**config.mk**
```make
export PLATFORM = sky130hd
export DESIGN_NAME = io_port_ctrl_flat
export DESIGN_NICKNAME = d
export VERILOG_FILES = /design/src/rtl/io_port_if.sv /design/src/rtl/io_port_ctrl.sv /design/src/flat_wrapper.sv
export SDC_FILE = /design/constraint.sdc
export NUM_CORES = 1
export LEC_CHECK = 0
export CORE_ASPECT_RATIO = 1.75
export CORE_MARGIN = 2
export CORE_UTILIZATION = 45
export DETAILED_ROUTE_END_ITERATION = 8
export PLACE_DENSITY = 0.85
export SLEW_MARGIN = 30
export SYNTH_ARGS = -nofsm -noshare
export SYNTH_HDL_FRONTEND = slang
export SYNTH_SLANG_ARGS = --single-unit
```
**constraint.sdc**
```tcl
create_clock -name clk -period 4.1 [get_ports clk]
set_clock_uncertainty 0.15 [all_clocks]
set_input_delay 0.41 -clock clk [delete_from_list [all_inputs] [get_ports clk]]
set_output_delay 0.41 -clock clk [all_outputs]
set_load 0.005 [all_outputs]
```
**src/rtl/io_port_if.sv**
```systemverilog
// MCU I/O bus: strobe, port ID, write data out of the MCU and read data back into it.
interface io_port_if #(
    parameter int DATA_W = 8
);
    logic              io_strb;
    logic [7:0]        port_id;
    logic [DATA_W-1:0] out_port;
    logic [DATA_W-1:0] in_port;

    modport master (
        output io_strb,
        output port_id,
        output out_port,
        input  in_port
    );

    modport slave (
        input  io_strb,
        input  port_id,
        input  out_port,
        output in_port
    );
endinterface

```
**src/rtl/io_port_ctrl.sv**
```systemverilog
// MCU I/O port controller: output registers, VGA framebuffer write port, input mux and a pending interrupt.
// Defining VGA_AUTOINC_EN advances the framebuffer address by one after every pixel write.
module io_port_ctrl #(
    parameter int         DATA_W     = 8,
    parameter int         NUM_OUT    = 4,
    parameter logic [7:0] OUT_BASE   = 8'h40,
    parameter int         NUM_IN     = 2,
    parameter logic [7:0] IN_BASE    = 8'h20,
    parameter int         VGA_AW     = 13,
    parameter logic [7:0] VGA_BASE   = 8'h90,
    parameter logic [7:0] INT_CLR_ID = 8'hF0
) (
    input  logic                      clk,
    input  logic                      rst,
    io_port_if.slave                  bus,
    input  logic [NUM_IN*DATA_W-1:0]  in_data,
    output logic [NUM_OUT*DATA_W-1:0] out_regs,
    output logic [VGA_AW-1:0]         vga_wa,
    output logic [DATA_W-1:0]         vga_wd,
    output logic                      vga_we,
    input  logic [DATA_W-1:0]         vga_rd,
    input  logic                      int_src,
    output logic                      int_r
);

    logic                strb_q,    strb_d;
    logic                armed_q,   armed_d;
    logic                int_src_q, int_src_d;
    logic                pend_q,    pend_d;
    logic                vga_we_q,  vga_we_d;
    logic [VGA_AW-1:0]   vga_wa_q,  vga_wa_d;
    logic [DATA_W-1:0]   vga_wd_q,  vga_wd_d;
    logic [DATA_W-1:0]   out_q [NUM_OUT];
    logic [DATA_W-1:0]   out_d [NUM_OUT];

    logic [8:0]          pid9_s;
    logic [7:0]          out_off_s;
    logic [7:0]          in_off_s;
    logic                hit_out_s;
    logic                hit_in_s;
    logic                hit_vga_s;
    logic                wr_evt_s;
    logic                wr_out_s;
    logic                wr_haddr_s;
    logic                wr_laddr_s;
    logic                wr_color_s;
    logic                wr_intclr_s;
    logic                int_set_s;
    logic [DATA_W-1:0]   in_port_s;

    // Address decode with output registers taking priority over VGA, and VGA over the interrupt clear.
    always_comb begin
        pid9_s      = {1'b0, bus.port_id};
        out_off_s   = bus.port_id - OUT_BASE;
        in_off_s    = bus.port_id - IN_BASE;
        hit_out_s   = (pid9_s >= {1'b0, OUT_BASE}) &&
                      (pid9_s < ({1'b0, OUT_BASE} + 9'(NUM_OUT)));
        hit_in_s    = (pid9_s >= {1'b0, IN_BASE}) &&
                      (pid9_s < ({1'b0, IN_BASE} + 9'(NUM_IN)));
        hit_vga_s   = !hit_out_s &&
                      (pid9_s >= {1'b0, VGA_BASE}) &&
                      (pid9_s < ({1'b0, VGA_BASE} + 9'd4));
        // An armed flag blocks a strobe that was already high when reset released.
        wr_evt_s    = bus.io_strb && !strb_q && armed_q;
        wr_out_s    = wr_evt_s && hit_out_s;
        wr_haddr_s  = wr_evt_s && hit_vga_s && (bus.port_id == VGA_BASE);
        wr_laddr_s  = wr_evt_s && hit_vga_s && (bus.port_id == (VGA_BASE + 8'd1));
        wr_color_s  = wr_evt_s && hit_vga_s && (bus.port_id == (VGA_BASE + 8'd2));
        wr_intclr_s = wr_evt_s && !hit_out_s && !hit_vga_s && (bus.port_id == INT_CLR_ID);
        int_set_s   = int_src && !int_src_q;
    end

    // Next-state for strobe/interrupt history, pending flag and VGA write port.
    always_comb begin
        strb_d    = bus.io_strb;
        armed_d   = armed_q || !bus.io_strb;
        int_src_d = int_src;
        pend_d    = int_set_s || (pend_q && !wr_intclr_s);
        vga_we_d  = wr_color_s;
        vga_wd_d  = wr_color_s ? bus.out_port : vga_wd_q;
        vga_wa_d  = vga_wa_q;
        if (wr_haddr_s) begin
            vga_wa_d[VGA_AW-1:8] = bus.out_port[VGA_AW-9:0];
        end else if (wr_laddr_s) begin
            vga_wa_d[7:0] = bus.out_port[7:0];
        end else begin
`ifdef VGA_AUTOINC_EN
            if (vga_we_q) begin
                vga_wa_d = vga_wa_q + VGA_AW'(1);
            end else begin
                vga_wa_d = vga_wa_q;
            end
`else
            vga_wa_d = vga_wa_q;
`endif
        end
    end

    // Next-state for the general output registers.
    always_comb begin
        for (int k = 0; k < NUM_OUT; k++) begin
            out_d[k] = (wr_out_s && (out_off_s == 8'(k))) ? bus.out_port : out_q[k];
        end
    end

    // Read-data mux back to the MCU.
    always_comb begin
        in_port_s = {DATA_W{1'b0}};
        if (hit_in_s) begin
            for (int k = 0; k < NUM_IN; k++) begin
                in_port_s = in_port_s |
                            ({DATA_W{in_off_s == 8'(k)}} & in_data[k*DATA_W +: DATA_W]);
            end
        end else if (bus.port_id == (VGA_BASE + 8'd3)) begin
            in_port_s = vga_rd;
        end else if (bus.port_id == INT_CLR_ID) begin
            in_port_s = {{(DATA_W-1){1'b0}}, pend_q};
        end else begin
            in_port_s = {DATA_W{1'b0}};
        end
    end

    // State registers with asynchronous clear.
    always_ff @(posedge clk or posedge rst) begin
        if (rst) begin
            strb_q    <= 1'b0;
            armed_q   <= 1'b0;
            int_src_q <= 1'b0;
            pend_q    <= 1'b0;
            vga_we_q  <= 1'b0;
            vga_wa_q  <= {VGA_AW{1'b0}};
            vga_wd_q  <= {DATA_W{1'b0}};
            for (int k = 0; k < NUM_OUT; k++) begin
                out_q[k] <= {DATA_W{1'b0}};
            end
        end else begin
            strb_q    <= strb_d;
            armed_q   <= armed_d;
            int_src_q <= int_src_d;
            pend_q    <= pend_d;
            vga_we_q  <= vga_we_d;
            vga_wa_q  <= vga_wa_d;
            vga_wd_q  <= vga_wd_d;
            for (int k = 0; k < NUM_OUT; k++) begin
                out_q[k] <= out_d[k];
            end
        end
    end

    // Pack registered state onto the output ports.
    always_comb begin
        for (int k = 0; k < NUM_OUT; k++) begin
            out_regs[k*DATA_W +: DATA_W] = out_q[k];
        end
    end

    assign bus.in_port = in_port_s;
    assign vga_wa      = vga_wa_q;
    assign vga_wd      = vga_wd_q;
    assign vga_we      = vga_we_q;
    assign int_r       = pend_q;

endmodule

```
**src/flat_wrapper.sv**
```systemverilog
// flat-port wrapper written by rule: the top's interface ports become plain ports
module io_port_ctrl_flat 
#(
    parameter int         DATA_W     = 8,
    parameter int         NUM_OUT    = 4,
    parameter logic [7:0] OUT_BASE   = 8'h40,
    parameter int         NUM_IN     = 2,
    parameter logic [7:0] IN_BASE    = 8'h20,
    parameter int         VGA_AW     = 13,
    parameter logic [7:0] VGA_BASE   = 8'h90,
    parameter logic [7:0] INT_CLR_ID = 8'hF0
)
  (clk, rst, in_data, out_regs, vga_wa, vga_wd, vga_we, vga_rd, int_src, int_r, bus_io_strb, bus_port_id, bus_out_port, bus_in_port);
  io_port_if #(.DATA_W(DATA_W)) bus_i ();
  input  logic clk;
  input  logic rst;
  input  logic [NUM_IN*DATA_W-1:0] in_data;
  output logic [NUM_OUT*DATA_W-1:0] out_regs;
  output logic [VGA_AW-1:0] vga_wa;
  output logic [DATA_W-1:0] vga_wd;
  output logic vga_we;
  input  logic [DATA_W-1:0] vga_rd;
  input  logic int_src;
  output logic int_r;
  input wire logic [$bits(bus_i.io_strb)-1:0] bus_io_strb;
  input wire logic [$bits(bus_i.port_id)-1:0] bus_port_id;
  input wire logic [$bits(bus_i.out_port)-1:0] bus_out_port;
  output wire logic [$bits(bus_i.in_port)-1:0] bus_in_port;
  assign bus_i.io_strb = bus_io_strb;
  assign bus_i.port_id = bus_port_id;
  assign bus_i.out_port = bus_out_port;
  assign bus_in_port = bus_i.in_port;
  io_port_ctrl #(.DATA_W(DATA_W), .NUM_OUT(NUM_OUT), .OUT_BASE(OUT_BASE), .NUM_IN(NUM_IN), .IN_BASE(IN_BASE), .VGA_AW(VGA_AW), .VGA_BASE(VGA_BASE), .INT_CLR_ID(INT_CLR_ID)) u_core (.clk(clk), .rst(rst), .bus(bus_i), .in_data(in_data), .out_regs(out_regs), .vga_wa(vga_wa), .vga_wd(vga_wd), .vga_we(vga_we), .vga_rd(vga_rd), .int_src(int_src), .int_r(int_r));
endmodule
```
* Yosys cells after proc, flatten, opt, wreduce, memory -nomap -nowiden
Cells that the tools add are included.
** Word-level totals
- Register bits after elaboration :: 58
- Word-level logic and storage cells :: 67
** Cells by class
- Add/subtract/negate cells :: 2
- Magnitude comparators :: 6
- Eq/ne operators :: 9
- Multiplexer cells :: 3
- Bitwise logic cells :: 4
- Reductions and logical operators :: 31
** Operators by type and width (number)
- 8-bit equality test (second input constant) :: 5
- 1-bit logical AND :: 20
- 8-bit bitwise AND :: 2
- 8-bit by 1-bit equality test with 1-bit output (second input constant) :: 2
- 8-bit by 2-bit equality test with 1-bit output (second input constant) :: 2
- 8-bit zero test :: 2
- 8-bit 2-to-1 mux :: 2
- 8-bit by 6-bit greater-or-equal comparator with 1-bit output (second input constant) :: 1
- 8-bit by 7-bit greater-or-equal comparator with 1-bit output (second input constant) :: 1
- 8-bit greater-or-equal comparator (second input constant) :: 1
- 8-bit by 6-bit < comparator with 1-bit output (second input constant) :: 1
- 8-bit by 7-bit < comparator with 1-bit output (second input constant) :: 1
- 8-bit < comparator (second input constant) :: 1
- 8-bit OR :: 1
- 8-bit by 6-bit subtractor with 8-bit output (second input constant) :: 1
- 8-bit by 7-bit subtractor with 8-bit output (second input constant) :: 1
- 1-bit zero test :: 6
- 1-bit logical OR :: 2
- 2-bit AND reduction :: 1
- 1-bit 2-to-1 mux :: 1
- 1-bit NOT :: 1

* Longest topological paths before layout
- Depth after elaboration :: 11
- Gate-level depth with buffers :: 6

* Least setup slack after synthesis
No wires, ideal clock.
- Path kind :: input -> register
- Start point :: input bus_port_id[5]
- End point :: register u_core.out_q (netlist bit u_core.out_regs[16])
- Setup time :: 0.125 ns
- Arrival time :: 2.125 ns
- Data required time :: 3.825 ns
- Setup slack :: 1.700 ns
- Stages :: 4
- Path through :: or4b_1 > or3_1 > nor4_4 > mux2_2
** On the way
- Word-level cells in the longest chain between the ends :: 4
- Elaborated cells between the ends (all ways) :: 7
- Those cells by class :: 1 x add/sub; 2 x order compare; 1 x eq/ne; 3 x reduce/logical
** RTL lines
- start, declared :: line flat_wrapper.sv:26 : input wire logic [$bits(bus_i.port_id)-1:0] bus_port_id;
- parallel branches: the longest is 3 deep, another holds 8-bit by 7-bit subtractor with 8-bit output
- 1-bit logical AND * :: line io_port_ctrl.sv:102 : out_d[k] = (wr_out_s && (out_off_s == 8'(k))) ? bus.out_port : out_q[k];
- end signal, assigned by index :: line io_port_ctrl.sv:134 : out_q[k] <= {DATA_W{1'b0}};
- end signal, assigned by index :: line io_port_ctrl.sv:145 : out_q[k] <= out_d[k];
- end, declared :: line io_port_ctrl.sv:33 : logic [DATA_W-1:0] out_q [NUM_OUT];
Mark *: on every way between the ends.
A chain may end at the register's enable or synchronous reset.

* Final worst setup path
- Start point :: input bus_port_id[6]
- End point :: output bus_in_port[0]
** On the way
- Word-level cells in the longest chain between the ends :: 5
- Elaborated cells between the ends (all ways) :: 14
- Those cells by class :: 1 x add/sub; 2 x order compare; 3 x eq/ne; 3 x mux; 3 x bitwise; 2 x reduce/logical
** RTL lines
- 8-bit by 6-bit subtractor with 8-bit output :: line io_port_ctrl.sv:55 : in_off_s = bus.port_id - IN_BASE;
- 8-bit by 1-bit equality test with 1-bit output or 8-bit zero test (tied branches) :: line io_port_ctrl.sv:112 : ({DATA_W{in_off_s == 8'(k)}} & in_data[k*DATA_W +: DATA_W]);
- 8-bit bitwise AND :: line io_port_ctrl.sv:112
- 8-bit OR :: line io_port_ctrl.sv:111 : in_port_s = in_port_s |
- 8-bit 2-to-1 mux * :: line io_port_ctrl.sv:109 : if (hit_in_s) begin
- end, declared :: line flat_wrapper.sv:28 : output wire logic [$bits(bus_i.in_port)-1:0] bus_in_port;
Mark *: on every way between the ends. The rest lies on a longest branch, timed or not.

==> run metrics <==
beginning of the critical path=bus_port_id[6]; iteration count of the initial detailed-routing pass=5; number of buffer cells added on primary ports=106; highest net fanout along the worst path=8; ANT nets after route=0; Avg Synthesized Cell Area=14.5 um^2; post-synthesis sequential area ratio=59.1%; number of violations of the max-capacitance limit=0; remaining design rule violation count=0; clock root buffer master=clkbuf_8; filler cell count=385; Max Buffers Root-to-Sink=2; cell count after synthesis=170; critical path start-end classification=primary input to output port; Final Setup Violations=0; number of antenna violations at the first check in global routing=0; Leakage=1.72 nW; Hold Violations, Final=0; area of the mapped netlist=0.00246 mm^2; smallest setup slack after layout=821 ps; asr flop ratio synth=100%; largest net degree at the start of global routing=35; shortest period the worst path allows=3280 ps; average vias per placed instance=5.37; remaining global-route overflow=0; period utilization=80.0%; Post-Place Worst Slack=802 ps; VDD IR-drop max=0.346 mV; number of buffers inserted to repair setup after CTS=0; # clock sinks=58; number of nets in the finished design=333; Core Rows=35; number of global-route vias before repair=1920; number of nets produced by synthesis=216; min-delay worst type=flip-flop to flip-flop; area added between synthesis and finish=54.4%; clock insertion delay at the later pin of the skew report=320 ps; floorplan die area=0.00609 mm^2; final weighted congestion in routability-driven placement=0.888; Yosys cell types=29; Reg area=0.00145 mm^2; layout cell share with drive strength beyond 1=25.0%; launch instance of the worst register-to-register path=u_core.strb_q; CP Launch Type=primary input; source of the worst hold timing path=u_core.armed_q; Setup Total Neg Slack=0 ps; flop and latch count out of synthesis=58; initial cell density of the core=46.8%; number of buffers inserted for hold repair after clock tree synthesis=0; aggregate routed wire length=6.51 mm; CTS tree=built; highest clock frequency the design can meet=0.305 GHz; share of the core filled with cells in the final layout=72.2%; required time of the critical path=3540 ps; number of warnings printed during yosys synthesis=0; Boundary Pins=107; HPWL after DPL=4.94 mm; run status=completed; chip width=59.9 um; pwr/cell area=320 mW/mm^2; number of enable flip-flop cells after synthesis=0; slew at the pin closest to its max-slew limit=837 ps; final routed wire length divided by cell count=18.8 um; unrepaired setup endpoints after global routing=false; Antenna Cells=0; Max-Slew Margin vs Limit=43.8%; TritonCTS Buffers=9; Gates resized, CTS repair=0; fin. max-slew vios=0; crit path capture type=output port; leading register cell type out of synthesis=dfrtp_1; maximum level of the CTS H-tree=3; core footprint=0.00526 mm^2; data arrival time at the worst-slack endpoint=2720 ps; first-pass GRT wire length=9.72 mm; GRT Total Usage=22.2%; clock transition at the register clock pins on the worst setup and hold paths after CTS=60 ps; area of the multi-input gates=971 um^2; Die Ht=102 um; DRT iter0 DRCs=68; post-route total power=1.22 mW; DR vias=1864
==> path summary, 6_finish.rpt <==
path / slack [ps] / endpoint / cells past startpoint
min in group asynchronous: 350 / u_core.vga_we / 2
max in group asynchronous: 2650 / u_core.vga_wa[11] / 3
hold / removal: 320 / u_core.armed_q / 1
hold reg to reg: 320 / u_core.armed_q / 1
setup reg to reg: 1750 / u_core.vga_wa[12] / 4
setup / recovery: 820 / bus_in_port[0] / 8
==> power breakdown <==
part	internal [mW]	switching [mW]	leakage [nW]	total (mW)
Clock	0.314	0.209	0.101	0.523
Combinational	0.0623	0.0443	0.822	0.107
Sequential	0.582	0.00441	0.793	0.586
==> worst max-delay path, cell delays in order <==
cell and delay, ps:
clkdlybuf4s50_1 530, inv_1 120, ha_1 280, nor4b_1 220, nand4_1 350, nor2_1 200, a221o_1 120, clkdlybuf4s50_1 490
==> metrics by stage <==
step,hold slack (ps),cells,area [um^2]
after global placement,300,331,3600
after CTS,325,347,3790
final,321,347,3790
after detailed placement,307,331,3600
after floorplan,285,170,2460
after global routing,372,347,3790
==> Yosys cell counts (all sizes together), types with 2 or more instances <==
master,count,area [um^2]
dfrtp,58,1450
mux2,53,597
a22oi,7,52.6
o2bb2ai,7,61.3
inv,6,22.5
nor3,5,30.0
nor2,4,15.0
nand2,3,11.3
nand3,3,15.0
nor4,3,40.0
clkbuf,2,7.51
ha,2,25.0
nand3b,2,15.0
nand4,2,12.5
or4,2,15.0
==> registers in the layout, summed over array words and instances, names as in the netlist <==
register	cells
u_core.vga_wd	8
u_core.int_r	1
u_core.out_regs	32
u_core.vga_wa	13
u_core.int_src_q	1
u_core.strb_q	1
u_core.armed_q	1
u_core.vga_we	1
==> cells by family after synthesis <==
kind of cell	count (synthesis)	share of synthesized area [%]
adders and majority gates	2	1.02
buffers and inverters	9	1.43
DFF	58	59.1
and+or+nand+nor	29	7.79
muxes	54	24.7
AOI/OAI and AO/OA	18	6.01
==> per-layer routing <==
layer / track usage, % / up-vias / part of all wire [%]
met5: 0 / - / 0
met3: 6.64 / 6 / 7.4
li1: - / 868 / -
met2: 41.8 / 80 / 56
met1: 22.1 / 910 / 36
met4: 7.69 / 0 / 0.74
==> cell usage in the layout, fill, tap and decap left out, drive strengths merged <==
master / Yosys / layout
or3: 1 / 1
nor2: 4 / 4
o2bb2ai: 7 / 7
clkinv: 0 / 1
mux2i: 1 / 1
or4b: 1 / 1
clkdlybuf4s50: 0 / 106
and2: 1 / 1
nand3: 3 / 3
nor4b: 1 / 1
ha: 2 / 2
o21ai: 1 / 1
a22oi: 7 / 7
nand4: 2 / 2
nand2: 3 / 3
inv: 6 / 6
clkbuf: 2 / 14
buf: 1 / 3
nand2b: 1 / 1
nor4: 3 / 3
a221o: 1 / 1
a22o: 1 / 1
dfrtp: 58 / 58
nor3: 5 / 5
bufinv: 0 / 1
mux2: 53 / 53
nand3b: 2 / 2
or4: 2 / 2
a41o: 1 / 1
==> final cells by class <==
type | count | share of cell area [%]
sequential | 58 | 38.2
timing repair buffer | 109 | 28.6
multi-input combinational | 103 | 25.6
clock buffer | 14 | 4.29
tap | 55 | 1.81
clock inverter | 2 | 0.923
inverter | 6 | 0.593
Note: power is estimated with default switching activity, not from simulation.
